<file path="config.mk">
export PLATFORM = sky130hd
export DESIGN_NAME = pc_sequencer_flat
export DESIGN_NICKNAME = d
export VERILOG_FILES = /design/src/rtl/pc_sequencer_if.sv /design/src/rtl/pc_sequencer.sv /design/src/flat_wrapper.sv
export SDC_FILE = /design/constraint.sdc
export NUM_CORES = 1
export LEC_CHECK = 0
export CORE_UTILIZATION = 40
export CTS_CLUSTER_SIZE = 10
export DETAILED_ROUTE_END_ITERATION = 10
export PLACE_DENSITY = 0.71
export SLEW_MARGIN = 20
export SYNTH_ARGS = -nofsm -noshare
export SYNTH_HDL_FRONTEND = slang
export SYNTH_SLANG_ARGS = --single-unit
</file>
<file path="constraint.sdc">
create_clock -name clk -period 4 [get_ports clk]
set_input_delay 0.4 -clock clk [delete_from_list [all_inputs] [get_ports clk]]
set_output_delay 0.4 -clock clk [all_outputs]
set_load 0.02 [all_outputs]
</file>
<file path="src/rtl/pc_sequencer_if.sv">
// Purpose: fetch-control bundle between hazard/EX/ID control and the PC sequencer.
// Signals:
//   fetch_stall                 hazard unit holds fetch
//   branch_valid/zero/addr      EX-stage branch resolution and target
//   jump_valid/addr             ID-stage jump resolution and target
//   pc, pc_plus4                current fetch address and its sequential successor
//   fetch_valid, flush          fetch qualifier and IF/ID squash
//   misalign                    accepted redirect target had nonzero low bits
// master: control side that drives requests; slave: the sequencer.
interface pc_sequencer_if #(
    parameter int unsigned ADDR_W = 32
);
    logic              fetch_stall;
    logic              branch_valid;
    logic              branch_zero;
    logic [ADDR_W-1:0] branch_addr;
    logic              jump_valid;
    logic [ADDR_W-1:0] jump_addr;
    logic [ADDR_W-1:0] pc;
    logic [ADDR_W-1:0] pc_plus4;
    logic              fetch_valid;
    logic              flush;
    logic              misalign;

    modport master (
        output fetch_stall, branch_valid, branch_zero, branch_addr,
               jump_valid, jump_addr,
        input  pc, pc_plus4, fetch_valid, flush, misalign
    );

    modport slave (
        input  fetch_stall, branch_valid, branch_zero, branch_addr,
               jump_valid, jump_addr,
        output pc, pc_plus4, fetch_valid, flush, misalign
    );
endinterface

</file>
<file path="src/rtl/pc_sequencer.sv">
// Purpose: owns the program counter and selects the next fetch address among
// PC+4, a taken branch target and a jump target, holding a redirect that
// resolves while fetch is stalled until the stall releases.
// Ports:
//   clk    system clock, rising edge
//   rst_n  asynchronous active-low reset
//   bus    pc_sequencer_if.slave (stall/branch/jump in; pc, pc_plus4,
//          fetch_valid, flush, misalign out)
module pc_sequencer #(
    parameter int unsigned      ADDR_W   = 32,
    parameter logic [ADDR_W-1:0] RESET_PC = '0
) (
    input  logic         clk,
    input  logic         rst_n,
    pc_sequencer_if.slave bus
);

    typedef enum logic [1:0] {
        ST_BOOT = 2'b00,
        ST_RUN  = 2'b01,
        ST_HOLD = 2'b10
    } state_e;

    state_e            state_q, state_d;
    logic [ADDR_W-1:0] pc_q, pc_d;
    logic [ADDR_W-1:0] pend_q, pend_d;

    logic              take_br;
    logic              redir;
    logic [ADDR_W-1:0] target_raw;
    logic [ADDR_W-1:0] target;
    logic [ADDR_W-1:0] pc_plus4;
    logic              fetch_valid;
    logic              flush;
    logic              misalign;

    // Redirect decode: the branch is the older instruction, so it wins over a jump.
    always_comb begin
        take_br    = bus.branch_valid & bus.branch_zero;
        redir      = take_br | bus.jump_valid;
        target_raw = take_br ? bus.branch_addr : bus.jump_addr;
        target     = {target_raw[ADDR_W-1:2], 2'b00};
    end

    assign pc_plus4 = pc_q + ADDR_W'(4);

    // State register.
    always_ff @(posedge clk or negedge rst_n) begin
        if (!rst_n) begin
            state_q <= ST_BOOT;
        end else begin
            state_q <= state_d;
        end
    end

    // PC and pending-redirect registers.
    always_ff @(posedge clk or negedge rst_n) begin
        if (!rst_n) begin
            pc_q   <= RESET_PC;
            pend_q <= '0;
        end else begin
            pc_q   <= pc_d;
            pend_q <= pend_d;
        end
    end

    // Next-state and next-PC selection.
    always_comb begin
        state_d = state_q;
        pc_d    = pc_q;
        pend_d  = pend_q;
        unique case (state_q)
            ST_BOOT: begin
                state_d = ST_RUN;
            end
            ST_RUN: begin
                if (redir && bus.fetch_stall) begin
                    pend_d  = target;
                    state_d = ST_HOLD;
                end else if (redir) begin
                    pc_d = target;
                end else if (!bus.fetch_stall) begin
                    pc_d = pc_plus4;
                end
            end
            ST_HOLD: begin
                // Newest redirect replaces the pending one; no +4 step while holding.
                if (redir && bus.fetch_stall) begin
                    pend_d = target;
                end else if (redir) begin
                    pc_d    = target;
                    state_d = ST_RUN;
                end else if (!bus.fetch_stall) begin
                    pc_d    = pend_q;
                    state_d = ST_RUN;
                end
            end
            default: begin
                state_d = ST_BOOT;
            end
        endcase
    end

    // Output decode; a redirect is only accepted in RUN or HOLD.
    always_comb begin
        fetch_valid = 1'b0;
        flush       = 1'b0;
        misalign    = 1'b0;
        unique case (state_q)
            ST_RUN: begin
                fetch_valid = 1'b1;
                flush       = redir;
                misalign    = redir & (target_raw[1:0] != 2'b00);
            end
            ST_HOLD: begin
                flush    = redir;
                misalign = redir & (target_raw[1:0] != 2'b00);
            end
            default: begin
                fetch_valid = 1'b0;
            end
        endcase
    end

    assign bus.pc          = pc_q;
    assign bus.pc_plus4    = pc_plus4;
    assign bus.fetch_valid = fetch_valid;
    assign bus.flush       = flush;
    assign bus.misalign    = misalign;

endmodule

</file>
<file path="src/flat_wrapper.sv">
// flat-port wrapper written by rule: the top's interface ports become plain ports
module pc_sequencer_flat 
#(
    parameter int unsigned      ADDR_W   = 32,
    parameter logic [ADDR_W-1:0] RESET_PC = '0
)
  (clk, rst_n, bus_fetch_stall, bus_branch_valid, bus_branch_zero, bus_branch_addr, bus_jump_valid, bus_jump_addr, bus_pc, bus_pc_plus4, bus_fetch_valid, bus_flush, bus_misalign);
  pc_sequencer_if #(.ADDR_W(ADDR_W)) bus_i ();
  input  logic clk;
  input  logic rst_n;
  input wire logic [$bits(bus_i.fetch_stall)-1:0] bus_fetch_stall;
  input wire logic [$bits(bus_i.branch_valid)-1:0] bus_branch_valid;
  input wire logic [$bits(bus_i.branch_zero)-1:0] bus_branch_zero;
  input wire logic [$bits(bus_i.branch_addr)-1:0] bus_branch_addr;
  input wire logic [$bits(bus_i.jump_valid)-1:0] bus_jump_valid;
  input wire logic [$bits(bus_i.jump_addr)-1:0] bus_jump_addr;
  output wire logic [$bits(bus_i.pc)-1:0] bus_pc;
  output wire logic [$bits(bus_i.pc_plus4)-1:0] bus_pc_plus4;
  output wire logic [$bits(bus_i.fetch_valid)-1:0] bus_fetch_valid;
  output wire logic [$bits(bus_i.flush)-1:0] bus_flush;
  output wire logic [$bits(bus_i.misalign)-1:0] bus_misalign;
  assign bus_i.fetch_stall = bus_fetch_stall;
  assign bus_i.branch_valid = bus_branch_valid;
  assign bus_i.branch_zero = bus_branch_zero;
  assign bus_i.branch_addr = bus_branch_addr;
  assign bus_i.jump_valid = bus_jump_valid;
  assign bus_i.jump_addr = bus_jump_addr;
  assign bus_pc = bus_i.pc;
  assign bus_pc_plus4 = bus_i.pc_plus4;
  assign bus_fetch_valid = bus_i.fetch_valid;
  assign bus_flush = bus_i.flush;
  assign bus_misalign = bus_i.misalign;
  pc_sequencer #(.ADDR_W(ADDR_W), .RESET_PC(RESET_PC)) u_core (.clk(clk), .rst_n(rst_n), .bus(bus_i));
endmodule
</file>
**After elaboration in Yosys (flattened, before gate mapping)**

Index checks and enable logic that the tools add are counted.

- Flip-flop bits (word level): 64
- Bits of input ports: 70
- Output and inout port bits: 67
- Word-level logic and storage cells: 38

- Add/subtract/negate cells: 1
- Equality and inequality tests: 7
- Multiplexer cells: 16
- Bitwise operators: 3
- Reduce and logical (&&, ||, !) cells: 8

Operators with widths:

| operator | number |
|---|---|
| two-way mux 32 bit | 7 |
| one-hot mux 32 bit (2 select lines) | 1 |
| adder 32 x 3 -> 32 bit, second input constant | 1 |
| two-way mux 2 bit | 4 |
| != test 3 x 2 -> 1 bit, second input constant | 2 |
| one-hot mux 2 bit (3 select lines) | 1 |
| AND reduction 5 bit | 1 |
| != test 2 bit, second input constant | 2 |
| nonzero test 2 bit | 2 |
| two-way mux 1 bit | 3 |
| AND reduction 3 bit | 1 |
| bitwise AND 1 bit | 2 |
| equality test 2 x 1 -> 1 bit, second input constant | 1 |
| equality test 2 bit, second input constant | 1 |
| zero test 2 bit | 1 |
| != test 2 x 1 -> 1 bit, second input constant | 1 |
| AND reduction 2 bit | 1 |
| OR reduction 2 bit | 1 |
| logical AND 1 bit | 1 |
| OR 1 bit | 1 |

**Logic depth before layout (Yosys ltp)**

Gate-level depths: netlist of run 1.

- Word-level depth: 5
- Depth in mapped cells: 10
- Depth with buffers taken out: 7

**Least setup slack after synthesis of run 1**

OpenSTA, ideal clock, no wires.

- Path kind: register to output
- From: reg u_core.pc_q[2] (netlist: u_core.bus.pc[2])
- To: out bus_pc_plus4[26]
- Data arrival time: 2009 ps
- Data required time: 3600 ps
- Slack: 1591 ps
- Stages on the path, launching flop included: 6
- Path buffers: 0
- Path through: dfrtp_1 > ha_1 > nand4_1 > nor4_1 > nand4_1 > xnor2_1

- Cells in the longest elaborated chain, start to end: 1

RTL lines:

| item | RTL line | RTL |
|---|---|---|
| from (decl) | pc_sequencer.sv:25 | `logic [ADDR_W-1:0] pc_q, pc_d;` |
| from (signal assigned) | pc_sequencer.sv:62 | `pc_q <= pc_d;` |
| adder 32 x 3 -> 32 bit | pc_sequencer.sv:45 | `assign pc_plus4 = pc_q + ADDR_W'(4);` |
| to (decl) | flat_wrapper.sv:18 | `output wire logic [$bits(bus_i.pc_plus4)-1:0] bus_pc_plus4;` |

Every way passes these cells.

**Final worst setup path of run 1**

- From: reg u_core.pc_q[2] (netlist: u_core.bus.pc[2])
- To: out bus_pc_plus4[30]

Same word-level chain as after synthesis.

==> results.md, run 1 <==
* Maxcap violations at 0
* Top_reg_cell synth: dfrtp_1
* Layout cells sized above 1 at 0.0645
* R2R depth at 6
* Slew Limit Fails at 0
* Core Box Area at 0.0102 sq mm
* Clock root cell: clkbuf_8
* Synth Cell Area at 0.00420 sq mm
* Most area-consuming cells after synthesis: dfrtp_1 (37%), nand2_1 (6.8%), a21oi_1 (5.0%)
* Max Buffers Root-to-Sink at 2
* Max layer used: met4
* Vias at 4547
* Vias in the first global route at between 4000 and 5000
* Outcome: finished clean
* Gr usage total at 0.261
* DR DRC count at 0
* Pwr Density at 791 mW/mm^2
* Row count at 37
* # diodes at 0
* Average size of a mapped cell at 8.09 sq um
* Slew margin rel. at 0.374
* Final WL at about 14000 um
* Final period util at 0.875
* Top cells by count, synth: nand2_1 (76), dfrtp_1 (62), nor2_1 (49)
* Max H-tree Level at 3
* Initial antenna violation count at 0
* Clock slew at the register clock pins of the worst setup and hold paths at 70 ps
* Final #Nets at 705
* Main combinational cell family by area after synthesis: compound AO/OA/AOI/OAI gates
* Post-synth EDFFs at 0
* Crit end category: output pin
* HP Class: primary input to asynchronous set/reset pin
* Post-CTS Setup Repair Bufs at 0
* Fmax at 286 MHz
* Hold-fix buffers, CTS at 0
* Synth cell types at 54
* Setup TNS at 0 ps
* DR iter-0 viols at 214
* Post_cts resized at 0
* Worst skew pair latency at 350 ps
* Mux cell area share after synthesis at 0.0125
* Via-to-Cell Ratio at 5.89
* Initial Util at 0.410
* Ys Warns at 0
* Fraction of registers with async set/reset at 1.00
* Simple-Gate Fraction of Synth Area at 0.237
* RePlAce Congestion at 0.858
* Critical path class: flop to output pin
* # IOs at about 140
* Final Power at between 4000 and 5000 uW
* Number of nets with antenna violations after routing at 0
* I/O Buffers at 132
* Total clock sinks at 62
* Share of the synthesized area in the top cell type at 0.370
* Sequential area share after synthesis at 0.370
* Worst setup SP type: flop
* Xor/xnor share of the synthesized area at 0.0584
* Die area at 0.0109 sq mm
* Minimum clock period after layout at 3500 ps
* Final HPWL DP at 9760 um
* Crit path DAT at slightly above 3000 ps
* Compound-gate portion of the synthesized area at 0.257
* Largest net degree at the start of global routing at 52
* First-pass GRT wire length at 22700 um
* Leakage power at 0.00231 uW
* Layout Skew at 9.17 ps
* Final setup viols at 0
* Top-count cell post-synth: nand2_1
* Flops & latches, synth at 62
* Length of the first detailed-routing pass in iterations at 7
* Max Fanout on Critical Path at 8
* Slew @ Worst Pin at 938 ps
* RSZ-0062 raised after global routing: no
* Met3 wire length at 881 um
* Die height at 104 um
* Max IR drop VDD at between 0.3 and 0.4 mV
* Die W at 104 um
* Final Hold Violating Endpoints at 0
* Worst path required time at 3600 ps
* Aggregate global routing overflow at 0
* Syn Inst Count at 519
* Largest area contributor in the synthesized netlist: dfrtp_1
* TritonCTS clock tree: built
* Met2 wire length at 6800 um
* Layout area overhead at 38.7%
* CTS Buf Count at 9
* Fraction of the mapped netlist area in adder cells at 0.0119
* Wire length per cell at 17.9 um
* Metal1 wirelength at between 5000 and 6000 um
* Hold WS at 51.8 ps
## layer usage
layer  track usage  up-vias
met5             0        -
met4        0.0786        0
met3        0.0558       25
met2         0.447      185
met1         0.327     2227
li1              -     2110
## through the flow
stage	setup WS, ps	area [sq um]	utilization	std cells
6_report	502	5820	0.569	772
4_1_cts	512	5820	0.569	772
3_5_place_dp	892	5590	0.546	756
3_3_place_gp	981	5590	0.546	756
5_1_grt	297	5820	0.569	772
2_1_floorplan	1590	4210	-	522
## cell type report
| type | count | area [sq um] |
|---|---|---|
| fill | 960 | 4410 |
| clock buffer | 13 | 169 |
| inverter | 9 | 33.8 |
| tap | 136 | 170 |
| clock inverter | 3 | 65.1 |
| timing repair buffer | 142 | 1390 |
| multi-input combinational | 407 | 2440 |
| sequential | 62 | 1550 |
## cell families (layout without fill, tap and decap cells)
family	after synthesis	after routing
flip-flops	62	62
AND/OR/NAND/NOR	202	202
buffers and inverters	53	167
multiplexers	5	5
XOR/XNOR	28	28
AO/OA/AOI/OAI	164	164
other	1	4
adder cells (fa/ha/maj)	4	4
## critical path, stage by stage, from the launching register on
cell and delay [ps]:
dfrtp_1 510, ha_1 270, nand4_1 230, nor4_1 660, nand4_1 190, xnor2_1 240, clkdlybuf4s50_1 650
## sequential cells by signal, summed over array words and instances, names as in the netlist
signal	count
u_core.state_q	2
u_core.pend_q	30
u_core.bus.pc	30
## placed cells by master (no fill, tap or decap), drive strengths merged, types with 2 or more instances in the layout
cell,n
clkdlybuf4s50,131
nand2,77
dfrtp,62
nor2,49
a21oi,42
o21ai,31
a31oi,23
xnor2,22
and3,16
nor3,15
clkbuf,13
nand4,12
o22ai,11
buf,11
nand3,10
or3,9
o221ai,9
inv,9
a2bb2oi,7
xor2,6
o21a,6
a221o,5
o2bb2ai,5
nor4,5
and2,4
o31a,4
a32oi,4
ha,4
conb,4
a21o,3
o311a,3
o22a,3
mux2i,3
o221a,2
mux2,2
bufinv,2
## worst paths after layout
kind	start	end	slack, ps
min	rst_n	u_core.bus.pc[30]$_DFFE_PN0P_	50
max reg2reg	u_core.bus.pc[2]$_DFFE_PN0P_	u_core.bus.pc[30]$_DFFE_PN0P_	1510
min reg2reg	u_core.pend_q[12]$_DFFE_PN0P_	u_core.pend_q[12]$_DFFE_PN0P_	540
min in group clk	u_core.pend_q[12]$_DFFE_PN0P_	u_core.pend_q[12]$_DFFE_PN0P_	540
max in group asynchronous	rst_n	u_core.bus.pc[13]$_DFFE_PN0P_	3000
max	u_core.bus.pc[2]$_DFFE_PN0P_	bus_pc_plus4[30]	500
## power by group
| group | switching (uW) | leakage, uW | total, uW | internal, uW |
|---|---|---|---|---|
| clock | 261 | 0.000120 | 663 | 402 |
| combinational | 1400 | 0.00148 | 2600 | 1210 |
| sequential | 390 | 0.000708 | 1340 | 948 |
| total | 2050 | 0.00231 | 4610 | 2560 |
Power figures use the tool's default switching activity.
==> run 2: changes to the inputs <==
--- a/constraint.sdc
+++ b/constraint.sdc
@@ -3,2 +3,2 @@
 set_output_delay 0.4 -clock clk [all_outputs]
-set_load 0.02 [all_outputs]
+set_load 0.1 [all_outputs]
==> results.md, run 2 (synthesis gave the netlist of run 1 again) <==
* Outcome: finished clean
* Final WL at 13500 um (-2.3%)
* Crit end category: output pin
* Crit path DAT at 2950 ps (-150 ps)
* Final period util at 0.838 (-0.0369)
* Clock root cell: clkbuf_8
* Slew @ Worst Pin at 995 ps (+56.6 ps)
* CP bufs+invs at 1 (unchanged)
* Via-to-Cell Ratio at 5.82 (-1.2%)
* Layout cells sized above 1 at 0.114 (+0.0491)
* Leading cell type in the layout, fill and taps excluded: clkdlybuf4s50_1
* Length of the first detailed-routing pass in iterations at 5 (-2)
* CTS Buf Count at 9 (unchanged)
* TritonCTS clock tree: built
* Minimum clock period after layout at 3350 ps (-148 ps)
* Footprint of the multi-input gates at 0.00250 sq mm (+2.5%)
* DR DRC count at 0 (unchanged)
* Post-CTS Setup Repair Bufs at 0 (unchanged)
* Commonest cells after routing, fill and taps aside: clkdlybuf4s50_1 (105), nand2_1 (75), dfrtp_1 (62)
* CP Cell Sequence: ha_1 > nand4_1 > nor4_1 > nand4_1 > xnor2_2 > buf_4
* FF/Latch Area at 0.00155 sq mm (unchanged)
* Wire length per cell at 17.6 um (-2.1%)
* Fmax at 298 MHz (+4.4%)
* Setup TNS at 0 ps (unchanged)
* Largest incremental delay on the critical path at 740 ps (+80 ps)
* Die W at 104 um (unchanged)
* Maxcap violations at 0 (unchanged)
* CP most frequent cell: nand4_1
* Layout Skew at 11.1 ps (+1.94 ps)
* Initial Util at 0.410 (unchanged)
* Vias in the first global route at 4439 (-0.25%)
* Largest net degree at the start of global routing at 44 (-15%)
* Die area at 0.0109 sq mm (unchanged)
* Gr usage total at 0.254 (-0.00670)
* Core Box Area at 0.0102 sq mm (unchanged)
* Critical path class: flop to output pin
* RePlAce Congestion at 0.922 (+7.5%)
* Final #Nets at 703 (-0.28%)
* Post-route insts no fill at 770 (-0.26%)
* Row count at 37 (unchanged)
* Max Fanout on Critical Path at 8 (unchanged)
* Hold-fix buffers, CTS at 0 (unchanged)
* Final setup viols at 0 (unchanged)
* Fillers at 946 (-1.5%)
* Aggregate global routing overflow at 0 (unchanged)
* Clock slew at the register clock pins of the worst setup and hold paths at 70 ps (about the same)
* Number of nets with antenna violations after routing at 0 (unchanged)
* Slew margin rel. at 0.335 (-0.0398)
* Inst Count DP at 754 (-0.26%)
* Final HPWL DP at 9800 um (+0.40%)
* # diodes at 0 (unchanged)
* Post_cts resized at 0 (unchanged)
* Max Buffers Root-to-Sink at 2 (unchanged)
* Worst path slowest cell: nor4_1
* # IOs at 137 (unchanged)
* HP Class: primary input to asynchronous set/reset pin
* Final core utilization at 0.566 (-0.00257)
* Layout area overhead at 38.1%
* Slew Limit Fails at 0 (unchanged)
* Die height at 104 um (unchanged)
* Vias at 4480 (-1.5%)
* Max H-tree Level at 3 (unchanged)
* Initial antenna violation count at 0 (unchanged)
* Worst path top cell family by delay: simple AND/OR/NAND/NOR gates
* Worst path required time at 3600 ps (about the same)
* Worst skew pair latency at 340 ps (about the same)
* Worst setup SP type: flop
* First-pass GRT wire length at 22200 um (-2.2%)
* RSZ-0062 raised after global routing: no
* I/O Buffers at 132 (unchanged)
* Final Hold Violating Endpoints at 0 (unchanged)
* DR iter-0 viols at 304 (+42%)
* Total clock sinks at 62 (unchanged)
## run 2: cell type report
| type | instances | share of cell area |
|---|---|---|
| inverters | 9 | 0.00583 |
| well taps | 136 | 0.0294 |
| repair buffers | 140 | 0.228 |
| multi-input cells | 407 | 0.431 |
| clock inverters | 4 | 0.0121 |
| flip-flops and latches | 62 | 0.268 |
| clock buffers | 12 | 0.0250 |
## run 2: worst paths after layout
check | to | cells after the start | startpoint | slack (ps)
worst min-delay path | u_core.bus.pc[26]$_DFFE_PN0P_ | 1 | rst_n | 100
max in group asynchronous | u_core.bus.pc[6]$_DFFE_PN0P_ | 2 | rst_n | 2980
worst max-delay path | bus_pc_plus4[30] | 6 | u_core.bus.pc[2]$_DFFE_PN0P_ | 650
worst max register to register | u_core.bus.pc[30]$_DFFE_PN0P_ | 6 | u_core.bus.pc[2]$_DFFE_PN0P_ | 1300
min in group clk | u_core.pend_q[21]$_DFFE_PN0P_ | 2 | u_core.pend_q[21]$_DFFE_PN0P_ | 550
worst min register to register | u_core.pend_q[21]$_DFFE_PN0P_ | 2 | u_core.pend_q[21]$_DFFE_PN0P_ | 550
## run 2: stage by stage
step	cell area [sq um]	hold slack, ps	worst slack (ps)
floorplan	4270	104	14.7
global placement	5580	481	1130
global route	5790	157	519
detailed placement	5580	486	1050
finish	5790	104	649
CTS	5790	124	676
## run 2: worst reg2reg max path, stage by stage (launching register included)
cell and delay [ps]:
dfrtp_1 530, ha_1 280, nand4_1 240, nor4_1 740
nand4_1 260, xnor2_2 210, a221o_1 330
## run 2: layer usage
layer  part of all wire  track usage  vias to the layer above
li1                   -            -                     2119
met1               0.43        0.332                     2143
met2               0.48        0.420                      188
met3              0.060       0.0313                       30
met4              0.029        0.114                        0
met5                  0            0                        -
Power of run 2 is not shown: default switching activity piles up to over one toggle a cycle in this logic, so the estimate is an artifact.
